File: config.mk
export PLATFORM = sky130hd
export DESIGN_NAME = o_writeback_flat
export DESIGN_NICKNAME = d
export VERILOG_FILES = /design/src/rtl/o_writeback_if.sv /design/src/rtl/o_writeback.sv /design/src/flat_wrapper.sv
export SDC_FILE = /design/constraint.sdc
export NUM_CORES = 2
export LEC_CHECK = 0
export BUFFER_PORTS_ARGS = -buffer_cell sky130_fd_sc_hd__buf_2
export CAP_MARGIN = 20
export CORE_AREA = 2 2 435 437
export DETAILED_ROUTE_END_ITERATION = 7
export DIE_AREA = 0 0 437 439
export PLACE_DENSITY_LB_ADDON = 0.05
export SYNTH_ARGS = -nofsm -noshare
export SYNTH_HDL_FRONTEND = slang
export SYNTH_SLANG_ARGS = --single-unit
File: constraint.sdc
create_clock -name clk -period 6.8 [get_ports clk]
set_clock_uncertainty 0.15 [all_clocks]
set_input_delay 1.02 -clock clk [delete_from_list [all_inputs] [get_ports clk]]
set_output_delay 1.02 -clock clk [all_outputs]
set_load 0.05 [all_outputs]
File: src/rtl/o_writeback_if.sv
// Vector-in / SRAM-write-out bus of the output write-back stage.
// slave = the stage itself, master = its environment (PE side and O SRAM side).
interface o_writeback_if #(
  parameter int unsigned EMB_DIM = 64,
  parameter int unsigned IN_W    = 16,
  parameter int unsigned WORD_W  = 64,
  parameter int unsigned ADDR_W  = 12
);
  logic                      vld_in;
  logic                      rdy_out;
  logic [EMB_DIM*IN_W-1:0]   vec_in;
  logic                      sram_we;
  logic [ADDR_W-1:0]         sram_addr;
  logic [WORD_W-1:0]         sram_wdata;
  logic                      sram_rdy;

  modport master (
    output vld_in, vec_in, sram_rdy,
    input  rdy_out, sram_we, sram_addr, sram_wdata
  );

  modport slave (
    input  vld_in, vec_in, sram_rdy,
    output rdy_out, sram_we, sram_addr, sram_wdata
  );
endinterface

File: src/rtl/o_writeback.sv
// Output write-back: Q8.7 -> Q0.7 conversion, ping-pong row buffer, beat-wise O SRAM writes.
// Optional O_WB_SATURATE_EN selects saturating conversion instead of low-bit wrap.
module o_writeback #(
  parameter int unsigned EMB_DIM = 64,
  parameter int unsigned IN_W    = 16,
  parameter int unsigned OUT_W   = 8,
  parameter int unsigned WORD_W  = 64,
  parameter int unsigned ROWS    = 64,
  parameter int unsigned ADDR_W  = 12
) (
  input  logic              clk,
  input  logic              rst,
  input  logic              start,
  input  logic [ADDR_W-1:0] base_addr,
  o_writeback_if.slave      bus,
  output logic              busy,
  output logic              done
);

  localparam int unsigned ROW_BITS = EMB_DIM * OUT_W;
  localparam int unsigned BEATS    = ROW_BITS / WORD_W;
  localparam int unsigned BEAT_W   = (BEATS > 1) ? $clog2(BEATS) : 1;
  localparam int unsigned ROW_W    = $clog2(ROWS + 1);

  typedef enum logic [1:0] {S_IDLE, S_ACTIVE, S_DONE} state_e;

  state_e               state_q, state_d;
  logic [ROW_BITS-1:0]  buf_q [2];
  logic [ROW_BITS-1:0]  buf_d [2];
  logic [1:0]           full_q, full_d;
  logic                 wr_ptr_q, wr_ptr_d;
  logic                 rd_ptr_q, rd_ptr_d;
  logic [BEAT_W-1:0]    beat_q, beat_d;
  logic [ROW_W-1:0]     row_q, row_d;
  logic [ROW_W-1:0]     acc_q, acc_d;
  logic [ADDR_W-1:0]    addr_q, addr_d;
  logic                 we_q, we_d;
  logic [WORD_W-1:0]    wdata_q, wdata_d;
  logic                 busy_q, busy_d;
  logic                 done_q, done_d;

  logic [ROW_BITS-1:0]  conv_c;
  logic                 rdy_c;
  logic                 accept_c;
  logic                 fire_c;

`ifdef O_WB_SATURATE_EN
  localparam logic signed [IN_W-1:0] SAT_HI = IN_W'((2 ** (OUT_W - 1)) - 1);
  localparam logic signed [IN_W-1:0] SAT_LO = IN_W'(-(2 ** (OUT_W - 1)));

  // Clamp each element into the Q0.7 range.
  always_comb begin
    logic signed [IN_W-1:0] elem;
    elem   = '0;
    conv_c = '0;
    for (int i = 0; i < int'(EMB_DIM); i++) begin
      elem = signed'(bus.vec_in[IN_W*i +: IN_W]);
      if (elem > SAT_HI)      conv_c[OUT_W*i +: OUT_W] = {1'b0, {(OUT_W-1){1'b1}}};
      else if (elem < SAT_LO) conv_c[OUT_W*i +: OUT_W] = {1'b1, {(OUT_W-1){1'b0}}};
      else                    conv_c[OUT_W*i +: OUT_W] = elem[OUT_W-1:0];
    end
  end
`else
  logic vec_unused_c;

  // Keep the low OUT_W bits of each element; upper bits are discarded by design.
  always_comb begin
    conv_c       = '0;
    vec_unused_c = 1'b0;
    for (int i = 0; i < int'(EMB_DIM); i++) begin
      conv_c[OUT_W*i +: OUT_W] = bus.vec_in[IN_W*i +: OUT_W];
      vec_unused_c = vec_unused_c ^ (^bus.vec_in[IN_W*i+OUT_W +: IN_W-OUT_W]);
    end
  end
`endif

  assign rdy_c    = (state_q == S_ACTIVE) && !full_q[wr_ptr_q] && (acc_q < ROW_W'(ROWS));
  assign accept_c = bus.vld_in && rdy_c;
  assign fire_c   = we_q && bus.sram_rdy;

  // Next state; the write port is reloaded from the post-update buffer view so a
  // freshly captured row can issue beat 0 on the very next cycle.
  always_comb begin
    state_d  = state_q;
    buf_d    = buf_q;
    full_d   = full_q;
    wr_ptr_d = wr_ptr_q;
    rd_ptr_d = rd_ptr_q;
    beat_d   = beat_q;
    row_d    = row_q;
    acc_d    = acc_q;
    addr_d   = addr_q;

    unique case (state_q)
      S_IDLE: begin
        if (start) begin
          state_d  = S_ACTIVE;
          addr_d   = base_addr;
          beat_d   = '0;
          row_d    = '0;
          acc_d    = '0;
          full_d   = '0;
          wr_ptr_d = 1'b0;
          rd_ptr_d = 1'b0;
        end
      end
      S_ACTIVE: begin
        if (accept_c) begin
          buf_d[wr_ptr_q]  = conv_c;
          full_d[wr_ptr_q] = 1'b1;
          wr_ptr_d         = ~wr_ptr_q;
          acc_d            = acc_q + ROW_W'(1);
        end
        if (fire_c) begin
          addr_d = addr_q + ADDR_W'(1);
          if (beat_q == BEAT_W'(BEATS - 1)) begin
            beat_d           = '0;
            full_d[rd_ptr_q] = 1'b0;
            rd_ptr_d         = ~rd_ptr_q;
            row_d            = row_q + ROW_W'(1);
            if (row_q == ROW_W'(ROWS - 1)) state_d = S_DONE;
          end else begin
            beat_d = beat_q + BEAT_W'(1);
          end
        end
      end
      S_DONE:  state_d = S_IDLE;
      default: state_d = S_IDLE;
    endcase

    we_d    = full_d[rd_ptr_d];
    wdata_d = buf_d[rd_ptr_d][WORD_W*beat_d +: WORD_W];
    busy_d  = (state_d != S_IDLE);
    done_d  = (state_d == S_DONE);
  end

  always_ff @(posedge clk or negedge rst) begin
    if (!rst) begin
      state_q  <= S_IDLE;
      buf_q[0] <= '0;
      buf_q[1] <= '0;
      full_q   <= '0;
      wr_ptr_q <= 1'b0;
      rd_ptr_q <= 1'b0;
      beat_q   <= '0;
      row_q    <= '0;
      acc_q    <= '0;
      addr_q   <= '0;
      we_q     <= 1'b0;
      wdata_q  <= '0;
      busy_q   <= 1'b0;
      done_q   <= 1'b0;
    end else begin
      state_q  <= state_d;
      buf_q[0] <= buf_d[0];
      buf_q[1] <= buf_d[1];
      full_q   <= full_d;
      wr_ptr_q <= wr_ptr_d;
      rd_ptr_q <= rd_ptr_d;
      beat_q   <= beat_d;
      row_q    <= row_d;
      acc_q    <= acc_d;
      addr_q   <= addr_d;
      we_q     <= we_d;
      wdata_q  <= wdata_d;
      busy_q   <= busy_d;
      done_q   <= done_d;
    end
  end

  assign bus.rdy_out    = rdy_c;
  assign bus.sram_we    = we_q;
  assign bus.sram_addr  = addr_q;
  assign bus.sram_wdata = wdata_q;
  assign busy           = busy_q;
  assign done           = done_q;

endmodule

File: src/flat_wrapper.sv
// flat-port wrapper written by rule: the top's interface ports become plain ports
module o_writeback_flat 
#(
  parameter int unsigned EMB_DIM = 64,
  parameter int unsigned IN_W    = 16,
  parameter int unsigned OUT_W   = 8,
  parameter int unsigned WORD_W  = 64,
  parameter int unsigned ROWS    = 64,
  parameter int unsigned ADDR_W  = 12
)
  (clk, rst, start, base_addr, busy, done, bus_vld_in, bus_vec_in, bus_sram_rdy, bus_rdy_out, bus_sram_we, bus_sram_addr, bus_sram_wdata);
  o_writeback_if #(.EMB_DIM(EMB_DIM), .IN_W(IN_W), .WORD_W(WORD_W), .ADDR_W(ADDR_W)) bus_i ();
  input  logic clk;
  input  logic rst;
  input  logic start;
  input  logic [ADDR_W-1:0] base_addr;
  output logic busy;
  output logic done;
  input wire logic [$bits(bus_i.vld_in)-1:0] bus_vld_in;
  input wire logic [$bits(bus_i.vec_in)-1:0] bus_vec_in;
  input wire logic [$bits(bus_i.sram_rdy)-1:0] bus_sram_rdy;
  output wire logic [$bits(bus_i.rdy_out)-1:0] bus_rdy_out;
  output wire logic [$bits(bus_i.sram_we)-1:0] bus_sram_we;
  output wire logic [$bits(bus_i.sram_addr)-1:0] bus_sram_addr;
  output wire logic [$bits(bus_i.sram_wdata)-1:0] bus_sram_wdata;
  assign bus_i.vld_in = bus_vld_in;
  assign bus_i.vec_in = bus_vec_in;
  assign bus_i.sram_rdy = bus_sram_rdy;
  assign bus_rdy_out = bus_i.rdy_out;
  assign bus_sram_we = bus_i.sram_we;
  assign bus_sram_addr = bus_i.sram_addr;
  assign bus_sram_wdata = bus_i.sram_wdata;
  o_writeback #(.EMB_DIM(EMB_DIM), .IN_W(IN_W), .OUT_W(OUT_W), .WORD_W(WORD_W), .ROWS(ROWS), .ADDR_W(ADDR_W)) u_core (.clk(clk), .rst(rst), .start(start), .base_addr(base_addr), .bus(bus_i), .busy(busy), .done(done));
endmodule
==> impl_metrics.ini <==
[run_status]
status = complete, no violations

[route]
totalWireLength_um = 242300
ant_nets = 0
drt-initial-drc-count = 3296
dr.pass1.iters = 5
drc = 0
routed_via_density = 5.615
num_vias = 46170
wl_per_cell_um = 29.47

[sta]
min_period_over_period_pct = 68.79
slew-limit-headroom_pct = 19.46
timing.fmax_mhz = 213.8
finalMaxSlewViolations = 0
tightest_slew_ps = 1197
finalCriticalPeriod_ps = 4678
finalSetupTns_ps = 0
rsz0062_at_grt = false
hold_viol_final = 0
setup_viol_count_final = 0

[logic_synthesis]
ys_seq_area_share_pct = 50.78
synth_top_area_share_pct = 50.78
synth.most_common_cell = dfrtp_1
synth-main-ff-cell = dfrtp_1
yosys.area.top_type = dfrtp_1
ys_seq_elements = 1126
synth_fp_nets = 6299
async_flop_share_pct = 100.0
ys_types = 47
synth_edf_count = 0
synthTopCellsByCount = dfrtp_1, nand2_1, o21ai_0
netlist_top_cells_area = dfrtp_1, o211a_1, mux2_2
postSynthCellCount = 5253
netlist_area_sq_um = 55480
yosysWarnings = 0
syn_area_per_cell_sq_um = 10.56

[global_route]
grt_pass1_wl_um = 350900
antenna_found_initial = 183
grt_usage_pct = 24.57
grt_max_degree = 164
grt_pass1_vias = 46570
overflow = 0

[critical_path]
ff2ff_path_depth = 8
r2r_start = u_core.state_q[0]
critical_path_required_ps = 7270
crit_end = u_core.bus.sram_wdata[59]
startpoint = u_core.state_q[0]
path_max_fanout = 108
endpoint_kind = register
rrSetupSlack_ps = 2120
crit_type = register to register
cp_data_arrival_time_ps = 5150
worstReg2RegEnd = u_core.bus.sram_wdata[59]
start_kind = register

[pwr]
power.internal_mw = 20.87
total_switching_power_mw = 14.69
switching_share_pct = 41.32
p_clk_share_pct = 21.8
comb_power_share_pct = 47.4
power_leakage_nw = 33.34
ir_drop_mv = 0.4055
p_per_area_nw_per_um2 = 539.1
seq_power_share_pct = 30.8

[die]
initial_utilization_pct = 29.67
die_w_um = 437
ios = 1121
design.core.area_sq_um = 187000
rows = 159
die_h_um = 439
die_area_sq_um = 191800

[clocking]
cts_sinks = 1126
ctsRootBufferMaster = clkbuf_16
cts_tree = built
hold_buffers = 0
clk_pin_slew_worst_paths_ps = 60
h-tree-depth = 4
clock_latency_ps = 800
clock_path_buffers = 3
cts_setup_buffers = 0
cts_resized = 0
numCtsBuffers = 146

[finish]
fillers = 19060
regArea_sq_um = 28180
stdcell_area_sq_um = 65960
multiInputGateArea_sq_um = 25110
area_growth_pct = 18.89
nets = 6616
layout-drive-gt1-share_pct = 26.78
final_core_util_pct = 35.27

[placed_design]
dpl_cell_area_sq_um = 61150
gp_congestion = 0.7953
io_buffers = 608
dp_hpwl_um = 145000

[hold_path]
hp-class = input pin to asynchronous set/reset pin

[flow_run]
drv_cap = 0
[sequential cells by signal, summed over array words and instances, names as in the netlist]
signal,count
u_core.wr_ptr_q,1
u_core.bus.sram_wdata,64
u_core.busy,1
u_core.rd_ptr_q,1
u_core.bus.sram_we,1
u_core.done,1
u_core.buf_q,1024
u_core.beat_q,3
u_core.state_q,2
u_core.row_q,7
u_core.full_q,2
u_core.bus.sram_addr,12
u_core.acc_q,7
[worst max-delay path, stage by stage, from the launching register on]
cell and delay (ps):
dfrtp_1 580, nand2b_1 630, o211ai_4 870, buf_12 470
buf_4 460, nand4_1 140, o211a_1 170, nor4_1 550
nor4_1 210
[layout by cell type (no fill, tap or decap), types with 52 or more instances in the layout]
cell,instances
buf_12,52
nand4_1,511
buf_4,83
nor4_1,287
mux2_4,199
dfrtp_1,1126
clkbuf_16,149
o211a_1,504
mux2_2,319
buf_2,608
nand2_1,532
o21ai_0,525
nand3_1,521
[per-layer routing]
metal	track usage (%)	share of wire [%]
met1	32.03	43
met5	0	0.22
met2	40.11	48
met4	9.288	3.7
met3	4.948	4.9
[final cells by class]
type                    instances  share of cell area (%)
inverters                       6                 0.06449
multi-input cells            3547                   38.06
clock inverters                25                  0.3907
flip-flops and latches       1126                   42.72
diodes                         49                  0.1859
clock buffers                 232                   6.716
well taps                    2495                   4.732
repair buffers                743                   7.136
[worst min path at each step]
stage	cells past startpoint	start	endpoint	slack [ps]
floorplan	1	u_core.buf_q[970]	u_core.buf_q[970]	320
global placement	1	u_core.buf_q[837]	u_core.buf_q[837]	330
detailed placement	1	u_core.buf_q[595]	u_core.buf_q[595]	330
CTS	1	rst	u_core.buf_q[50]	80
global route	1	rst	u_core.buf_q[12]	90
finish	1	rst	u_core.buf_q[12]	40
[metrics by stage]
step,hold slack (ps),power [mW],worst slack [ps],std cells
after global routing,91.79,37.75,2009,8202
after CTS,82.03,36.05,2236,8174
after global placement,325.3,27.93,1890,7916
final,42.48,35.56,2122,8223
after floorplan,317.6,21.93,3648,5253
after detailed placement,327.3,28.07,1868,7917
[power groups by stage]
stage | sequential, mW | combinational [mW] | clock [mW]
after floorplan | 11.5 | 10.5 | 0
after global placement | 11.0 | 17.0 | 0
after detailed placement | 11.0 | 17.0 | 0
after CTS | 10.9 | 17.1 | 7.97
after global routing | 11.3 | 18.3 | 8.24
final | 10.9 | 16.9 | 7.76
[cell families (layout without fill, tap and decap cells)]
| kind of cell | Yosys count | after routing | share of synthesized area (%) |
|---|---|---|---|
| simple gates | 1937 | 1937 | 18.15 |
| flops | 1126 | 1126 | 50.78 |
| compound gates | 1078 | 1078 | 14.41 |
| buf+inv | 580 | 1006 | 4.524 |
| mux | 522 | 522 | 11.93 |
| fa+ha+maj | 5 | 5 | 0.1128 |
| xor+xnor | 5 | 5 | 0.07892 |
| other cells | 0 | 49 | 0 |
Note: power is estimated with default switching activity, not from simulation.
